File: src/rtl/pwm_pkg.sv
// Shared types and defaults for the PWM button/config/core path.
package pwm_pkg;

    typedef enum logic {
        ST_IDLE = 1'b0,
        ST_WAIT = 1'b1
    } state_e;

    // Request bit positions; a lower index wins arbitration.
    localparam int REQ_DEC_DUTY = 0;
    localparam int REQ_INC_DUTY = 1;
    localparam int REQ_DEC_FREQ = 2;
    localparam int REQ_INC_FREQ = 3;
    localparam int REQ_NUM      = 4;

    localparam int W_DEF         = 8;
    localparam int DUTY_STEP_DEF = 16;
    localparam int PER_STEP_DEF  = 16;
    localparam int PER_MIN_DEF   = 16;
    localparam int PER_INIT_DEF  = 255;
    localparam int DUTY_INIT_DEF = 0;
    localparam int RAMP_MAX_DEF  = 8;

    function automatic logic [REQ_NUM-1:0] prio_grant(input logic [REQ_NUM-1:0] req);
        return req & (~req + {{(REQ_NUM-1){1'b0}}, 1'b1});
    endfunction

endpackage

File: src/rtl/pwm_cfg_sequencer_if.sv
// Request/commit bundle between the button front-end, the config sequencer and the PWM core.
interface pwm_cfg_sequencer_if
    import pwm_pkg::*;
#(
    parameter int W = W_DEF
) ();

    logic         inc_duty_req;
    logic         dec_duty_req;
    logic         inc_freq_req;
    logic         dec_freq_req;
    logic         period_end;
    logic [W-1:0] duty_out;
    logic [W-1:0] period_out;
    logic         busy;
    logic         req_drop;

    modport master (
        output inc_duty_req, dec_duty_req, inc_freq_req, dec_freq_req, period_end,
        input  duty_out, period_out, busy, req_drop
    );

    modport slave (
        input  inc_duty_req, dec_duty_req, inc_freq_req, dec_freq_req, period_end,
        output duty_out, period_out, busy, req_drop
    );

endinterface

File: src/rtl/pwm_sat_step.sv
// Saturating step: up ? min(val+step, hi) : max(val-step, lo). Combinational, 0 cycles.
// No backpressure; W+1-bit intermediates so neither direction wraps.
module pwm_sat_step #(
    parameter int W = 8
) (
    input  logic [W-1:0] val_dat,
    input  logic [W-1:0] step_dat,
    input  logic         up,
    input  logic [W-1:0] lo_dat,
    input  logic [W-1:0] hi_dat,
    output logic [W-1:0] res_dat
);

    logic [W:0] sum_w;
    logic [W:0] diff_w;

    always_comb begin
        sum_w   = {1'b0, val_dat} + {1'b0, step_dat};
        diff_w  = {1'b0, val_dat} - {1'b0, step_dat};
        res_dat = val_dat;
        if (up) begin
            res_dat = (sum_w > {1'b0, hi_dat}) ? hi_dat : sum_w[W-1:0];
        end else begin
            // diff_w[W] set means the subtraction borrowed below zero.
            res_dat = (diff_w[W] || (diff_w[W-1:0] < lo_dat)) ? lo_dat : diff_w[W-1:0];
        end
    end

endmodule

File: src/rtl/pwm_cfg_sequencer.sv
// Arbitrates duty/freq requests into saturated targets; commits them to the core at period_end.
// Targets update 1 cycle after a request, outputs 1 cycle after period_end; no backpressure, losers pulse req_drop.
module pwm_cfg_sequencer
    import pwm_pkg::*;
#(
    parameter int W         = W_DEF,
    parameter int DUTY_STEP = DUTY_STEP_DEF,
    parameter int PER_STEP  = PER_STEP_DEF,
    parameter int PER_MIN   = PER_MIN_DEF,
    parameter int PER_INIT  = PER_INIT_DEF,
    parameter int DUTY_INIT = DUTY_INIT_DEF,
    parameter int RAMP_MAX  = RAMP_MAX_DEF
) (
    input  logic             clk,
    input  logic             rst,
    pwm_cfg_sequencer_if.slave bus
);

    localparam logic [W-1:0] DUTY_STEP_W = W'(DUTY_STEP);
    localparam logic [W-1:0] PER_STEP_W  = W'(PER_STEP);
    localparam logic [W-1:0] PER_MIN_W   = W'(PER_MIN);
    localparam logic [W-1:0] PER_MAX_W   = {W{1'b1}};
    localparam logic [W-1:0] PER_INIT_W  = W'(PER_INIT);
    localparam logic [W-1:0] DUTY_INIT_W = W'(DUTY_INIT);
    localparam logic [W-1:0] RAMP_MAX_W  = W'(RAMP_MAX);

    state_e       state_q,    state_d;
    logic [W-1:0] duty_tgt_q, duty_tgt_d;
    logic [W-1:0] per_tgt_q,  per_tgt_d;
    logic [W-1:0] duty_out_q, duty_out_d;
    logic [W-1:0] per_out_q,  per_out_d;
    logic         req_drop_q, req_drop_d;

    logic [REQ_NUM-1:0] req_vec;
    logic [REQ_NUM-1:0] grant_vec;
    logic               duty_grant;
    logic               per_grant;
    logic [W-1:0]       duty_step_res;
    logic [W-1:0]       per_step_res;
    logic [W-1:0]       ramp_res;
    logic [W-1:0]       lim;

    always_comb begin
        req_vec               = '0;
        req_vec[REQ_DEC_DUTY] = bus.dec_duty_req;
        req_vec[REQ_INC_DUTY] = bus.inc_duty_req;
        req_vec[REQ_DEC_FREQ] = bus.dec_freq_req;
        req_vec[REQ_INC_FREQ] = bus.inc_freq_req;
        grant_vec             = prio_grant(req_vec);
        duty_grant            = grant_vec[REQ_DEC_DUTY] | grant_vec[REQ_INC_DUTY];
        per_grant             = grant_vec[REQ_DEC_FREQ] | grant_vec[REQ_INC_FREQ];
        req_drop_d            = |(req_vec & ~grant_vec);
        lim                   = (duty_tgt_q < per_tgt_q) ? duty_tgt_q : per_tgt_q;
    end

    pwm_sat_step #(.W(W)) u_duty_step (
        .val_dat  (duty_tgt_q),
        .step_dat (DUTY_STEP_W),
        .up       (grant_vec[REQ_INC_DUTY]),
        .lo_dat   ('0),
        .hi_dat   (per_tgt_q),
        .res_dat  (duty_step_res)
    );

    pwm_sat_step #(.W(W)) u_per_step (
        .val_dat  (per_tgt_q),
        .step_dat (PER_STEP_W),
        .up       (grant_vec[REQ_DEC_FREQ]),
        .lo_dat   (PER_MIN_W),
        .hi_dat   (PER_MAX_W),
        .res_dat  (per_step_res)
    );

    // Bounds pinned to lim so the ramp settles exactly on the target.
    pwm_sat_step #(.W(W)) u_ramp_step (
        .val_dat  (duty_out_q),
        .step_dat (RAMP_MAX_W),
        .up       (lim > duty_out_q),
        .lo_dat   (lim),
        .hi_dat   (lim),
        .res_dat  (ramp_res)
    );

    always_comb begin
        duty_tgt_d = duty_tgt_q;
        per_tgt_d  = per_tgt_q;
        duty_out_d = duty_out_q;
        per_out_d  = per_out_q;
        state_d    = state_q;

        if (duty_grant) begin
            duty_tgt_d = duty_step_res;
        end else if (per_grant) begin
            per_tgt_d  = per_step_res;
            duty_tgt_d = (duty_tgt_q > per_step_res) ? per_step_res : duty_tgt_q;
        end

        unique case (state_q)
            ST_IDLE: begin
                if ((duty_tgt_d != duty_out_q) || (per_tgt_d != per_out_q)) begin
                    state_d = ST_WAIT;
                end
            end
            ST_WAIT: begin
                if (bus.period_end) begin
                    per_out_d = per_tgt_q;
                    // A shrinking period clamps duty at once so duty never exceeds period.
                    duty_out_d = (duty_out_q > per_tgt_q) ? per_tgt_q : ramp_res;
                    state_d    = ((duty_out_d != duty_tgt_d) || (per_out_d != per_tgt_d))
                               ? ST_WAIT : ST_IDLE;
                end
            end
            default: state_d = ST_IDLE;
        endcase
    end

    always_ff @(posedge clk) begin
        if (rst) begin
            state_q    <= ST_IDLE;
            duty_tgt_q <= DUTY_INIT_W;
            per_tgt_q  <= PER_INIT_W;
            duty_out_q <= DUTY_INIT_W;
            per_out_q  <= PER_INIT_W;
            req_drop_q <= 1'b0;
        end else begin
            state_q    <= state_d;
            duty_tgt_q <= duty_tgt_d;
            per_tgt_q  <= per_tgt_d;
            duty_out_q <= duty_out_d;
            per_out_q  <= per_out_d;
            req_drop_q <= req_drop_d;
        end
    end

    assign bus.duty_out   = duty_out_q;
    assign bus.period_out = per_out_q;
    assign bus.busy       = (state_q == ST_WAIT);
    assign bus.req_drop   = req_drop_q;

endmodule

File: src/flat_wrapper.sv
// flat-port wrapper written by rule: the top's interface ports become plain ports
module pwm_cfg_sequencer_flat import pwm_pkg::*;
#(
    parameter int W         = W_DEF,
    parameter int DUTY_STEP = DUTY_STEP_DEF,
    parameter int PER_STEP  = PER_STEP_DEF,
    parameter int PER_MIN   = PER_MIN_DEF,
    parameter int PER_INIT  = PER_INIT_DEF,
    parameter int DUTY_INIT = DUTY_INIT_DEF,
    parameter int RAMP_MAX  = RAMP_MAX_DEF
)
  (clk, rst, bus_inc_duty_req, bus_dec_duty_req, bus_inc_freq_req, bus_dec_freq_req, bus_period_end, bus_duty_out, bus_period_out, bus_busy, bus_req_drop);
  pwm_cfg_sequencer_if #(.W(W)) bus_i ();
  input  logic clk;
  input  logic rst;
  input wire logic [$bits(bus_i.inc_duty_req)-1:0] bus_inc_duty_req;
  input wire logic [$bits(bus_i.dec_duty_req)-1:0] bus_dec_duty_req;
  input wire logic [$bits(bus_i.inc_freq_req)-1:0] bus_inc_freq_req;
  input wire logic [$bits(bus_i.dec_freq_req)-1:0] bus_dec_freq_req;
  input wire logic [$bits(bus_i.period_end)-1:0] bus_period_end;
  output wire logic [$bits(bus_i.duty_out)-1:0] bus_duty_out;
  output wire logic [$bits(bus_i.period_out)-1:0] bus_period_out;
  output wire logic [$bits(bus_i.busy)-1:0] bus_busy;
  output wire logic [$bits(bus_i.req_drop)-1:0] bus_req_drop;
  assign bus_i.inc_duty_req = bus_inc_duty_req;
  assign bus_i.dec_duty_req = bus_dec_duty_req;
  assign bus_i.inc_freq_req = bus_inc_freq_req;
  assign bus_i.dec_freq_req = bus_dec_freq_req;
  assign bus_i.period_end = bus_period_end;
  assign bus_duty_out = bus_i.duty_out;
  assign bus_period_out = bus_i.period_out;
  assign bus_busy = bus_i.busy;
  assign bus_req_drop = bus_i.req_drop;
  pwm_cfg_sequencer #(.W(W), .DUTY_STEP(DUTY_STEP), .PER_STEP(PER_STEP), .PER_MIN(PER_MIN), .PER_INIT(PER_INIT), .DUTY_INIT(DUTY_INIT), .RAMP_MAX(RAMP_MAX)) u_core (.clk(clk), .rst(rst), .bus(bus_i));
endmodule
File: config.mk
export PLATFORM = sky130hd
export DESIGN_NAME = pwm_cfg_sequencer_flat
export DESIGN_NICKNAME = d
export VERILOG_FILES = /design/src/rtl/pwm_pkg.sv /design/src/rtl/pwm_cfg_sequencer_if.sv /design/src/rtl/pwm_sat_step.sv /design/src/rtl/pwm_cfg_sequencer.sv /design/src/flat_wrapper.sv
export SDC_FILE = /design/constraint.sdc
export NUM_CORES = 1
export LEC_CHECK = 0
export ABC_CLOCK_PERIOD_IN_PS = 12300
export BUFFER_PORTS_ARGS = -buffer_cell sky130_fd_sc_hd__buf_2
export CORE_MARGIN = 5
export CORE_UTILIZATION = 55
export DETAILED_ROUTE_END_ITERATION = 10
export HOLD_SLACK_MARGIN = 0.08
export PLACE_DENSITY = 0.74
export SYNTH_ARGS = -nofsm -noshare
export SYNTH_HDL_FRONTEND = slang
export SYNTH_SLANG_ARGS = --single-unit
File: constraint.sdc
create_clock -name clk -period 12.3 [get_ports clk]
set_input_delay 2.46 -clock clk [delete_from_list [all_inputs] [get_ports clk]]
set_output_delay 2.46 -clock clk [all_outputs]
set_load 0.02 [all_outputs]
==> summary.md, run 1 <==
| Metric | Value |
|---|---|
| Leading area contributor after synthesis | `ha_1` |
| CP arrival | `about 6.5 ns` |
| GR Overflow Total | `0` |
| Internal cell power | `0.000353 W` |
| Die Y | `99.0 um` |
| Synth Cell Area | `approximately 4400 um^2` |
| Clk Tree Root Cell | `clkbuf_8` |
| DR pass1 iterations | `5` |
| Drt wl/cell | `19.8 um` |
| # DRC | `0` |
| Pleak | `roughly 2.1 nW` |
| Placed instance area | `4440 um^2` |
| Avg Synthesized Cell Area | `7.82 um^2` |
| CTS Hold Bufs | `0` |
| Crit-path max FO | `18` |
| ANT cells | `0` |
| WL met3 | `1.07 mm` |
| RePlAce Congestion | `just under 1` |
| Starting Density | `a little under three fifths` |
| Area contributors post-synth | `ha_1, dfxtp_1, nand2_1` |
| Final Non-Filler Cells | `660` |
| Period utilization | `51.4%` |
| Worst-path clk slew | `0.08 ns` |
| Synth cell count leaders | `nand2_1, ha_1, a21oi_1` |
| Nets | `620` |
| Final std cell area, no fill | `~4600 um^2` |
| Number of global-route vias before repair | `between 4000 and 5000` |
| Cell Rows | `32` |
| Max Slew Vio Count | `0` |
| Switch share | `44.5%` |
| Initial antenna violation count | `0` |
| Wl on met1 | `5.57 mm` |
| Final Critical Period | `6.32 ns` |
| Pre-CTS setup slack | `5.74 ns` |
| Iter 0 DRT Violations | `a little under 400` |
| CTS sink count | `34` |
| Post-cts sizing count | `0` |
| Max rail drop VDD | `between 0.08 and 0.09 mV` |
| HP Class | `reg -> reg` |
| Worst Skew | `0.00459 ns` |
| Layout cells sized above 1 | `12.5%` |
| Yosys warns | `0` |
| Netlist cell types | `91` |
| Synth top area share | `between 15 and 20%` |
| GRT Util Overall | `26.2%` |
| Cts bufs inserted | `5` |
| Crit end category | `register` |
| # IOs | `25` |
| Synth Flop Type | `dfxtp_1` |
| Core Region | `7730 um^2` |
| Met2 wire length | `6.00 mm` |
| Status | `finished clean` |
| Vias | `4304` |
| Register area share after synthesis | `between 15 and 20%` |
| Fin. Hold Viols | `0` |
| Final Worst Setup Slack | `around 6 ns` |
| Sw power | `about 0.00028 W` |
| Register bit count reported by yosys | `34` |
| CTS tree | `built` |
| Post-CTS setup buffer count | `0` |
| Cells after DPL | `between 600 and 700` |
| Die span in x | `99.0 um` |
| Worst slew pin tran | `0.926 ns` |
| Skew-Pair Late Insertion Delay | `about 0.30 ns` |
| Number of flops mapped to enable cells by yosys | `0` |
| Htree depth | `2` |
| Top Metal Used | `met4` |
| Syn Nets | `620` |
| RSZ-0062 raised after global routing | `no` |
| First-pass GRT wire length | `20.9 mm` |
| Max-capacitance violation count | `0` |
| WS Path Type | `in -> reg` |
| Clock Tree Buf Depth | `2` |
| Combinational share of power | `56.8%` |
| Setup crit start kind | `input pin` |
| Antenna viol nets, final | `0` |
| Area grow syn2layout | `5.02%` |
| Clk pwr share | `between 20% and 30%` |
| Final wirelength | `around 13 mm` |
| Sequential share of power | `22.7%` |
| Count leader, synth | `nand2_1` |
| Drt via density | `between 6 and 7` |
| Critical Path RT | `12.49 ns` |
| DPL Wire Length | `between 9 and 10 mm` |
| Port Buffers | `24` |
| Die Area | `about 9800 um^2` |
| Max Fclk | `158 MHz` |
| Largest net degree at the start of global routing | `22` |
| Total Neg Setup Slack | `0 ns` |
| Post-Syn Instances | `about 560` |
| Max_slew headroom | `38.3%` |
| Asr flop ratio synth | `0%` |
| Power Density | `139 nW/um^2` |
| Final setup viols | `0` |
| Tot Pwr | `0.000635 W` |
-- kinds of logic after synthesis --
family                   share of synthesized area [%]
AO/OA/AOI/OAI                                     28.9
XOR/XNOR                                          6.80
adder cells (fa/ha/maj)                           16.3
buffers and inverters                             7.26
flip-flops                                        15.6
multiplexers                                      4.51
AND/OR/NAND/NOR                                   20.6
-- per-layer routing --
metal,GRT usage (%),vias up
met5,0,-
met4,11.0,0
met3,4.95,39
met2,42.0,218
met1,34.4,2012
li1,-,2035
-- critical path, cell delays in order --
cell,delay (ns)
buf_2,0.23
or3b_1,0.60
and3_1,0.26
a21o_4,0.23
o21ai_2,0.18
inv_1,0.08
ha_1,0.31
and4b_1,0.21
a211o_1,0.26
a21o_1,0.21
and2_1,0.28
mux2_4,0.36
o21ai_4,0.17
xnor2_1,0.10
nor4_1,0.29
a41oi_1,0.15
o31a_1,0.13
-- stage by stage --
step           utilization (%)  hold slack, ns
5_1_grt                   59.2           0.567
3_5_place_dp              57.4           0.529
4_1_cts                   59.2           0.541
6_report                  59.2           0.520
3_3_place_gp              57.4           0.504
2_1_floorplan                -           0.568
-- final cells by class --
cell class,instances,area [um^2]
Multi-Input combinational cell,452,3360
Fill cell,692,3150
Sequential cell,34,681
Inverter,40,150
Tap cell,102,128
Timing Repair Buffer,24,120
Clock buffer,5,68.8
Clock inverter,3,68.8
-- cells in the final DEF (no fill, tap or decap), types with 3 or more instances in the layout --
| master | instances |
|---|---|
| nand2_1 | 58 |
| nor3b_1 | 3 |
| o21a_1 | 4 |
| nand3_1 | 20 |
| o221ai_1 | 3 |
| nor2_1 | 37 |
| a21oi_1 | 41 |
| o22ai_1 | 6 |
| xnor2_1 | 21 |
| a211oi_1 | 4 |
| clkbuf_8 | 5 |
| and2_1 | 6 |
| nand4_1 | 4 |
| nor3_1 | 8 |
| and3_1 | 7 |
| nor2b_1 | 5 |
| mux2i_1 | 11 |
| dfxtp_1 | 34 |
| o211ai_1 | 20 |
| xor2_1 | 11 |
| ha_1 | 56 |
| o31ai_1 | 5 |
| nor4_1 | 4 |
| a21o_1 | 8 |
| o21ai_2 | 3 |
| buf_2 | 24 |
| o21ai_1 | 8 |
| o21ai_0 | 15 |
| inv_1 | 38 |
| or3_1 | 3 |
| mux2_2 | 3 |
| a31oi_1 | 7 |
-- sequential cells by signal, summed over array words and instances (netlist names) --
register,flops
u_core.duty_tgt_q,8
u_core.bus.period_out,8
u_core.per_tgt_q,8
u_core.bus.duty_out,8
u_core.bus.req_drop,1
u_core.bus.busy,1
-- worst paths after layout --
path | from | end | cells after the start | slack (ns)
worst max-delay path | bus_dec_duty_req | u_core.bus.busy | 17 | 5.98
worst min register to register | u_core.bus.period_out[0] | u_core.bus.period_out[0] | 2 | 0.52
worst max register to register | u_core.per_tgt_q[4] | u_core.bus.busy | 18 | 6.26
worst min-delay path | u_core.bus.period_out[0] | u_core.bus.period_out[0] | 2 | 0.52
-- power groups by stage --
stage	Clock [W]	Combinational, W	Sequential (W)
4_1_cts	0.000130	0.000354	0.000143
3_5_place_dp	0	0.000351	0.000146
6_report	0.000130	0.000361	0.000145
5_1_grt	0.000134	0.000392	0.000146
2_1_floorplan	0	0.000283	0.000140
3_3_place_gp	0	0.000341	0.000146
Note: power is estimated with default switching activity, not from simulation.
==> inputs of run 2 (changes only) <==
Settings changed: ABC_AREA from default to 1, ABC_CLOCK_PERIOD_IN_PS 12300 to 5800, PLACE_DENSITY 0.74 to 0.77.
Clock period 12.3 ns to 5.8 ns, I/O delays scaled along.
==> summary.md, run 2 <==
| Metric | Value |
|---|---|
| Leading area contributor after synthesis | `nand2_1` |
| DPL Wire Length | `12.0 mm (+21%)` |
| Status | `finished clean` |
| Hold worst-path end | `u_core.bus.period_out[1]` |
| Skew-Pair Late Insertion Delay | `0.29 ns (about the same)` |
| Register area share after synthesis | `15.3% (-0.32 points)` |
| # DRC | `0 (unchanged)` |
| Critical Path RT | `5.98 ns (-6.51 ns)` |
| Worst flop-to-flop path endpoint | `u_core.bus.busy` |
| CTS sink count | `34 (unchanged)` |
| GR Overflow Total | `0 (unchanged)` |
| Area grow syn2layout | `6.33%` |
| Register bit count reported by yosys | `34 (unchanged)` |
| Htree depth | `2 (unchanged)` |
| Worst-path clk slew | `0.08 ns (about the same)` |
| Worst Skew | `0.00675 ns (+0.00216 ns)` |
| GRT Util Overall | `30.8% (+4.5 points)` |
| Post-Syn Instances | `735 (+32%)` |
| # IOs | `25 (unchanged)` |
| Pre-CTS setup slack | `1.20 ns (-4.54 ns)` |
| CTS Hold Bufs | `0 (unchanged)` |
| Max Slew Vio Count | `0 (unchanged)` |
| Largest net degree at the start of global routing | `32 (+45%)` |
| First-pass GRT wire length | `24.6 mm (+17%)` |
| Number of global-route vias before repair | `4866 (+19%)` |
| Antenna viol nets, final | `0 (unchanged)` |
| Max rail drop VDD | `0.109 mV (+22%)` |
| ANT cells | `0 (unchanged)` |
| Final wirelength | `15.5 mm (+19%)` |
| Drt wl/cell | `18.2 um (-7.9%)` |
| Count leader, synth | `nand2_1` |
| Synth Flop Type | `dfxtp_1` |
| Drt via density | `5.98 (-8.3%)` |
| Setup crit start kind | `register` |
| Tot Pwr | `0.00117 W (+84%)` |
| Worst slew pin tran | `0.577 ns (-0.349 ns)` |
| Fillers | `785 (+13%)` |
| Clk Tree Root Cell | `clkbuf_8` |
| Starting Density | `57.0% (+0.61 points)` |
| Synth Cell Area | `4450 um^2 (+2.1%)` |
| R2R depth | `23 (+5)` |
| RSZ-0062 raised after global routing | `no` |
| CTS tree | `built` |
| Max Fclk | `212 MHz` |
| Max_slew headroom | `61.2% (+23 points)` |
| Netlist cell types | `44 (-52%)` |
| Layout cells sized above 1 | `9.73% (-2.8 points)` |
| Final Critical Period | `4.72 ns` |
| Crit-path max FO | `12 (-6)` |
| Core Region | `7810 um^2 (+1.0%)` |
| Hold path start | `u_core.bus.period_out[1]` |
| Final Worst Setup Slack | `1.08 ns (-4.90 ns)` |
| Yosys warns | `0 (unchanged)` |
| Iter 0 DRT Violations | `469 (+22%)` |
| Die Area | `9990 um^2 (+1.9%)` |
| Syn Nets | `798 (+29%)` |
| Final setup viols | `0 (unchanged)` |
| Cts bufs inserted | `5 (unchanged)` |
| Die Y | `100 um (+0.95%)` |
| Vias | `5095 (+18%)` |
| Max-capacitance violation count | `0 (unchanged)` |
| RePlAce Congestion | `0.991 (-0.14%)` |
| Worst flop-to-flop path startpoint | `u_core.per_tgt_q[6]` |
| Post-cts sizing count | `0 (unchanged)` |
| Clock Tree Buf Depth | `2 (unchanged)` |
| Power Density | `247 nW/um^2 (+78%)` |
| Crit end category | `register` |
| Period utilization | `~81%` |
| Synth cell count leaders | `nand2_1, nand3_1, inv_1` |
| CP arrival | `4.90 ns (-1.61 ns)` |
| Asr flop ratio synth | `0% (unchanged)` |
| Number of flops mapped to enable cells by yosys | `0 (unchanged)` |
| Post-CTS setup buffer count | `0 (unchanged)` |
| DR pass1 iterations | `5 (unchanged)` |
| Port Buffers | `24 (unchanged)` |
| Area contributors post-synth | `nand2_1, ha_1, dfxtp_1` |
| Total Neg Setup Slack | `0 ns (unchanged)` |
| Most frequent cells in the layout | `nand2_1, nand3_1, inv_1` |
| Pleak | `2.65 nW (+27%)` |
| WS Path Type | `reg -> reg` |
| Fin. Hold Viols | `0 (unchanged)` |
| HP Class | `reg -> reg` |
| Multi-input logic area | `3280 um^2 (-2.4%)` |
| Register area | `681 um^2 (unchanged)` |
| Avg Synthesized Cell Area | `6.06 um^2 (-23%)` |
| Cell Rows | `32 (unchanged)` |
| Nets | `812 (+31%)` |
| Synth top area share | `20.4% (+4.3 points)` |
| Commonest non-fill, non-tap cell in the layout | `nand2_1` |
| Worst Hold Depth | `2 (unchanged)` |
| Initial antenna violation count | `0 (unchanged)` |
| R2r setup slk | `1.08 ns (-5.18 ns)` |
| Die span in x | `100 um (+0.95%)` |
run 2: changes by cell type in the layout (fill, tap and decap cells not counted), sizes merged, moves of 7 or more:
cell,delta
nand4,+11
nor3,-7
xnor2,-21
a31oi,-8
nand3,+75
a211oi,-7
a21o,-10
and3,-8
nand2,+194
nor2,+10
inv,+55
mux2i,-12
run 2: stage by stage:
stage | hold WS, ns | instances | cell area, um^2 | util, %
floorplan | 0.580 | 735 | 4450 | -
global placement | 0.500 | 844 | 4590 | 58.8
detailed placement | 0.512 | 844 | 4590 | 58.8
CTS | 0.524 | 852 | 4730 | 60.6
global route | 0.554 | 852 | 4730 | 60.6
finish | 0.532 | 852 | 4730 | 60.6
run 2: where the power goes:
group | internal [W] | switching, W | leakage (nW)
Clock | 0.000172 | 0.000101 | 0.0683
Combinational | 0.000199 | 0.000406 | 2.31
Sequential | 0.000251 | 0.0000399 | 0.280
Total | 0.000622 | 0.000547 | 2.65
run 2: how the worst max path moves through the flow:
| stage | startpoint | endpoint | slack (ns) |
|---|---|---|---|
| after floorplan | bus_dec_duty_req | u_core.bus.busy | 2.19 |
| after global placement | u_core.per_tgt_q[6] | u_core.bus.busy | 1.21 |
| after detailed placement | u_core.per_tgt_q[6] | u_core.bus.busy | 1.20 |
| after CTS | u_core.per_tgt_q[6] | u_core.bus.busy | 1.16 |
| after global routing | u_core.per_tgt_q[6] | u_core.bus.busy | 0.73 |
| final | u_core.per_tgt_q[6] | u_core.bus.busy | 1.08 |
run 2: cell families after synthesis:
kind of cell	synth area share, %
adder cells (fa/ha/maj)	15.7
XOR/XNOR	2.76
AND/OR/NAND/NOR	42.5
AO/OA/AOI/OAI	12.7
buffers and inverters	11.0
flip-flops	15.3
run 2: cell type report:
| type | instances | area share (%) |
|---|---|---|
| sequential | 34 | 14.4 |
| tap | 102 | 2.70 |
| clock inverter | 3 | 1.45 |
| timing repair buffer | 25 | 2.70 |
| clock buffer | 5 | 1.45 |
| inverter | 100 | 8.01 |
| multi-input combinational | 583 | 69.3 |
run 2: metal layers:
metal	track usage, %	vias to the layer above	share of wire (%)
met1	38.0	2299	40
li1	-	2432	-
met3	4.86	64	8.5
met5	0	-	0
met2	51.1	300	46
met4	16.5	0	4.6
run 2: worst max-delay path, stage by stage (launching register included):
cell and delay (ns):
dfxtp_1 0.67, inv_1 0.35, ha_1 0.38, nand2_1 0.08
nor3b_2 0.15, nand2_1 0.15, nand2_1 0.35, nand2_1 0.11
nand2_1 0.20, inv_1 0.10, ha_1 0.30, a21oi_1 0.15
o21a_1 0.14, nand2_1 0.07, nand2_1 0.35, inv_1 0.17
nand2_1 0.09, nand3_1 0.10, nand3_1 0.12, nand2_1 0.10
xor2_1 0.19, nand3_1 0.10, nor2_1 0.12, nor2_1 0.05
==> inputs of run 3 (changes only) <==
Settings changed: ABC_AREA 1 to 0, ABC_CLOCK_PERIOD_IN_PS 5800 to 3800.
Clock period 5.8 ns to 3.8 ns, I/O delays scaled along.
==> summary.md, run 3 (synthesis gave the netlist of run 1 again) <==
| Metric | Value |
|---|---|
| Failing checks | `setup timing` |
| Drt via density | `6.38 (+6.8%)` |
| Commonest non-fill, non-tap cell in the layout | `buf_4` |
| Max-capacitance violation count | `0 (unchanged)` |
| CP top delay family | `compound AO/OA/AOI/OAI gates` |
| Drt wl/cell | `20.7 um (+14%)` |
| Clock Tree Buf Depth | `2 (unchanged)` |
| Critical Path RT | `4.02 ns (-1.96 ns)` |
| Worst-path clk slew | `0.09 ns (about the same)` |
| R2r setup slk | `-0.61 ns (-1.69 ns)` |
| Final setup viols | `7 (+7)` |
| Die Area | `9800 um^2 (-1.9%)` |
| Sequential share of power | `17.0% (-7.9 points)` |
| Placed instance area | `5440 um^2 (+18%)` |
| Hold worst-path end | `u_core.bus.period_out[0]` |
| ANT cells | `0 (unchanged)` |
| Pleak | `2.74 nW (+3.3%)` |
| Worst Skew | `0.0184 ns (+0.0116 ns)` |
| Hold path start | `u_core.bus.period_out[0]` |
| Antenna viol nets, final | `0 (unchanged)` |
| CP arrival | `4.63 ns (-0.27 ns)` |
| Max_slew headroom | `48.1% (-13 points)` |
| Worst flop-to-flop path endpoint | `u_core.bus.busy` |
| Starting Density | `56.4% (-0.61 points)` |
| Max rail drop VDD | `0.394 mV (+260%)` |
| CTS sink count | `34 (unchanged)` |
| Final std cell area, no fill | `5980 um^2 (+26%)` |
| Cells after DPL | `765 (-9.4%)` |
| Max Fclk | `227 MHz (+7.0%)` |
| Fin. Hold Viols | `0 (unchanged)` |
| WP buf/inv | `4 (+1)` |
| Max Slew Vio Count | `0 (unchanged)` |
| Worst Hold Depth | `2 (unchanged)` |
| Crit end category | `register` |
| First-pass GRT wire length | `24.7 mm (+0.45%)` |
| Clk Tree Root Cell | `clkbuf_8` |
| Cell Rows | `32 (unchanged)` |
| DR pass1 iterations | `5 (unchanged)` |
| Number of global-route vias before repair | `4905 (+0.80%)` |
| Nets | `748 (-7.9%)` |
| Die Y | `99.0 um (-0.94%)` |
| GRT Util Overall | `31.4% (+0.61 points)` |
| Htree depth | `2 (unchanged)` |
| Period utilization | `116% (+35 points)` |
| Status | `complete, but fails checks` |
| Worst hold slack | `0.522 ns (-0.0103 ns)` |
| Most frequent cells in the layout | `buf_4, nand2_1, ha_1` |
| Final Critical Period | `4.41 ns (-0.310 ns)` |
| # DRC | `0 (unchanged)` |
| Vias | `5031 (-1.3%)` |
| Max incr delay on CP | `0.45 ns (-0.22 ns)` |
| Layout cells sized above 1 | `39.2% (+29 points)` |
| Cts bufs inserted | `5 (unchanged)` |
| Initial antenna violation count | `0 (unchanged)` |
| Total Neg Setup Slack | `-1.21 ns (-1.21 ns)` |
| WS Path Type | `reg -> reg` |
| Largest net degree at the start of global routing | `22 (-31%)` |
| Final Worst Setup Slack | `-0.606 ns (-1.69 ns)` |
| RePlAce Congestion | `0.928 (-6.3%)` |
| Port Buffers | `24 (unchanged)` |
| Worst slew pin tran | `0.778 ns (+0.201 ns)` |
| Worst flop-to-flop path startpoint | `u_core.per_tgt_q[4]` |
| Iter 0 DRT Violations | `481 (+2.6%)` |
| Tot Pwr | `0.00256 W (+120%)` |
| Sw power | `0.00113 W (+110%)` |
| Clk pwr share | `10.7% (-13 points)` |
| Setup crit start kind | `register` |
| Final Non-Filler Cells | `788 (-7.5%)` |
| HP Class | `reg -> reg` |
| CP max-delay cell | `or4_4` |
| R2R depth | `20 (-13%)` |
| Core Region | `7730 um^2 (-1.0%)` |
| # IOs | `25 (unchanged)` |
| Final wirelength | `16.3 mm (+5.1%)` |
| Die span in x | `99.0 um (-0.94%)` |
| RSZ-0062 raised after global routing | `yes` |
| Power Density | `428 nW/um^2 (+73%)` |
| Skew-Pair Late Insertion Delay | `0.30 ns (about the same)` |
| Crit-path cells | `inv_4 > buf_4 > ha_1 > nand4b_1 > or4_4 > o21a_1 > o21ai_4 > inv_2 > ha_4 > a21o_1 > a211o_1 > a21o_1 > and2_4 > buf_4 > a21boi_1 > o211ai_1 > xnor2_1 > nor2_1 > a41oi_1 > o31a_1` |
| Combinational share of power | `72.3% (+21 points)` |
| DPL Wire Length | `11.8 mm (-2.0%)` |
| CTS tree | `built` |
| Internal cell power | `0.00143 W (+130%)` |
| Area grow syn2layout | `37.3%` |
| GR Overflow Total | `0 (unchanged)` |
| Crit-path max FO | `7 (-5)` |
| Switch share | `44.0% (-2.8 points)` |
run 3: cell types whose count changed in the layout (fill, tap and decap cells not counted), moves of 10 or more:
cell / previous run / this run
a21oi_1: 39 / 29
a21oi_2: 1 / 13
buf_4: 1 / 120
ha_1: 56 / 41
ha_4: 0 / 12
inv_1: 86 / 30
nand2_1: 242 / 54
nand3_1: 88 / 15
nand4_1: 15 / 4
nor2_1: 46 / 36
xnor2_1: 1 / 20
run 3: what timing repair did:
| action | 4_1_cts | 5_1_grt |
|---|---|---|
| pin swaps | 19 | 19 |
| hold buffers | 0 | 0 |
| setup endpoints to repair | 12 | 15 |
| resized for setup | 40 | 33 |
| buffers inserted | 10 | 9 |
run 3: power groups by stage:
stage	registers [W]	logic, W	clock network (W)
4_1_cts	0.000432	0.00170	0.000274
5_1_grt	0.000439	0.00198	0.000284
3_5_place_dp	0.000438	0.00151	0
2_1_floorplan	0.000457	0.000958	0
3_3_place_gp	0.000437	0.00148	0
6_report	0.000435	0.00185	0.000274
run 3: worst reg2reg max path, cell delays in order, from the launching register on:
cell and delay [ns]:
dfxtp_4 0.37, inv_4 0.04, buf_4 0.16, ha_1 0.19
nand4b_1 0.17, or4_4 0.45, o21a_1 0.24, o21ai_4 0.08
inv_2 0.07, ha_4 0.24, a21o_1 0.17, a211o_1 0.29
a21o_1 0.22, and2_4 0.22, buf_4 0.14, a21boi_1 0.20
o211ai_1 0.26, xnor2_1 0.29, nor2_1 0.09, a41oi_1 0.24
o31a_1 0.18
run 3: stage by stage:
stage / utilization [%] / setup WS (ns)
2_1_floorplan: - / -0.365
3_3_place_gp: 70.3 / -0.449
3_5_place_dp: 70.3 / -0.605
4_1_cts: 74.8 / -0.337
5_1_grt: 77.4 / -0.651
6_report: 77.4 / -0.606
run 3: layout make-up:
type	count	area [um^2]
Clock buffer	8	80.1
Fill cell	543	1750
Inverter	40	160
Multi-Input combinational cell	452	3810
Sequential cell	34	693
Tap cell	102	128
Timing Repair Buffer	152	1110
run 3: per-layer routing:
metal	wire, um	GRT usage (%)	vias to the layer above
met5	0	0	-
li1	-	-	2286
met3	1510	5.45	101
met1	6370	38.4	2316
met4	1050	18.8	0
met2	7410	51.1	328
run 3: worst max path at each step:
| stage | start | endpoint | slack (ns) | cells after the start |
|---|---|---|---|---|
| after floorplan | u_core.per_tgt_q[6] | u_core.bus.busy | -0.37 | 20 |
| after global placement | bus_dec_duty_req | u_core.bus.busy | -0.45 | 16 |
| after detailed placement | bus_dec_duty_req | u_core.bus.busy | -0.61 | 17 |
| after CTS | u_core.per_tgt_q[1] | u_core.bus.busy | -0.34 | 18 |
| after global routing | u_core.per_tgt_q[4] | u_core.bus.busy | -0.65 | 17 |
| final | u_core.per_tgt_q[4] | u_core.bus.busy | -0.61 | 20 |
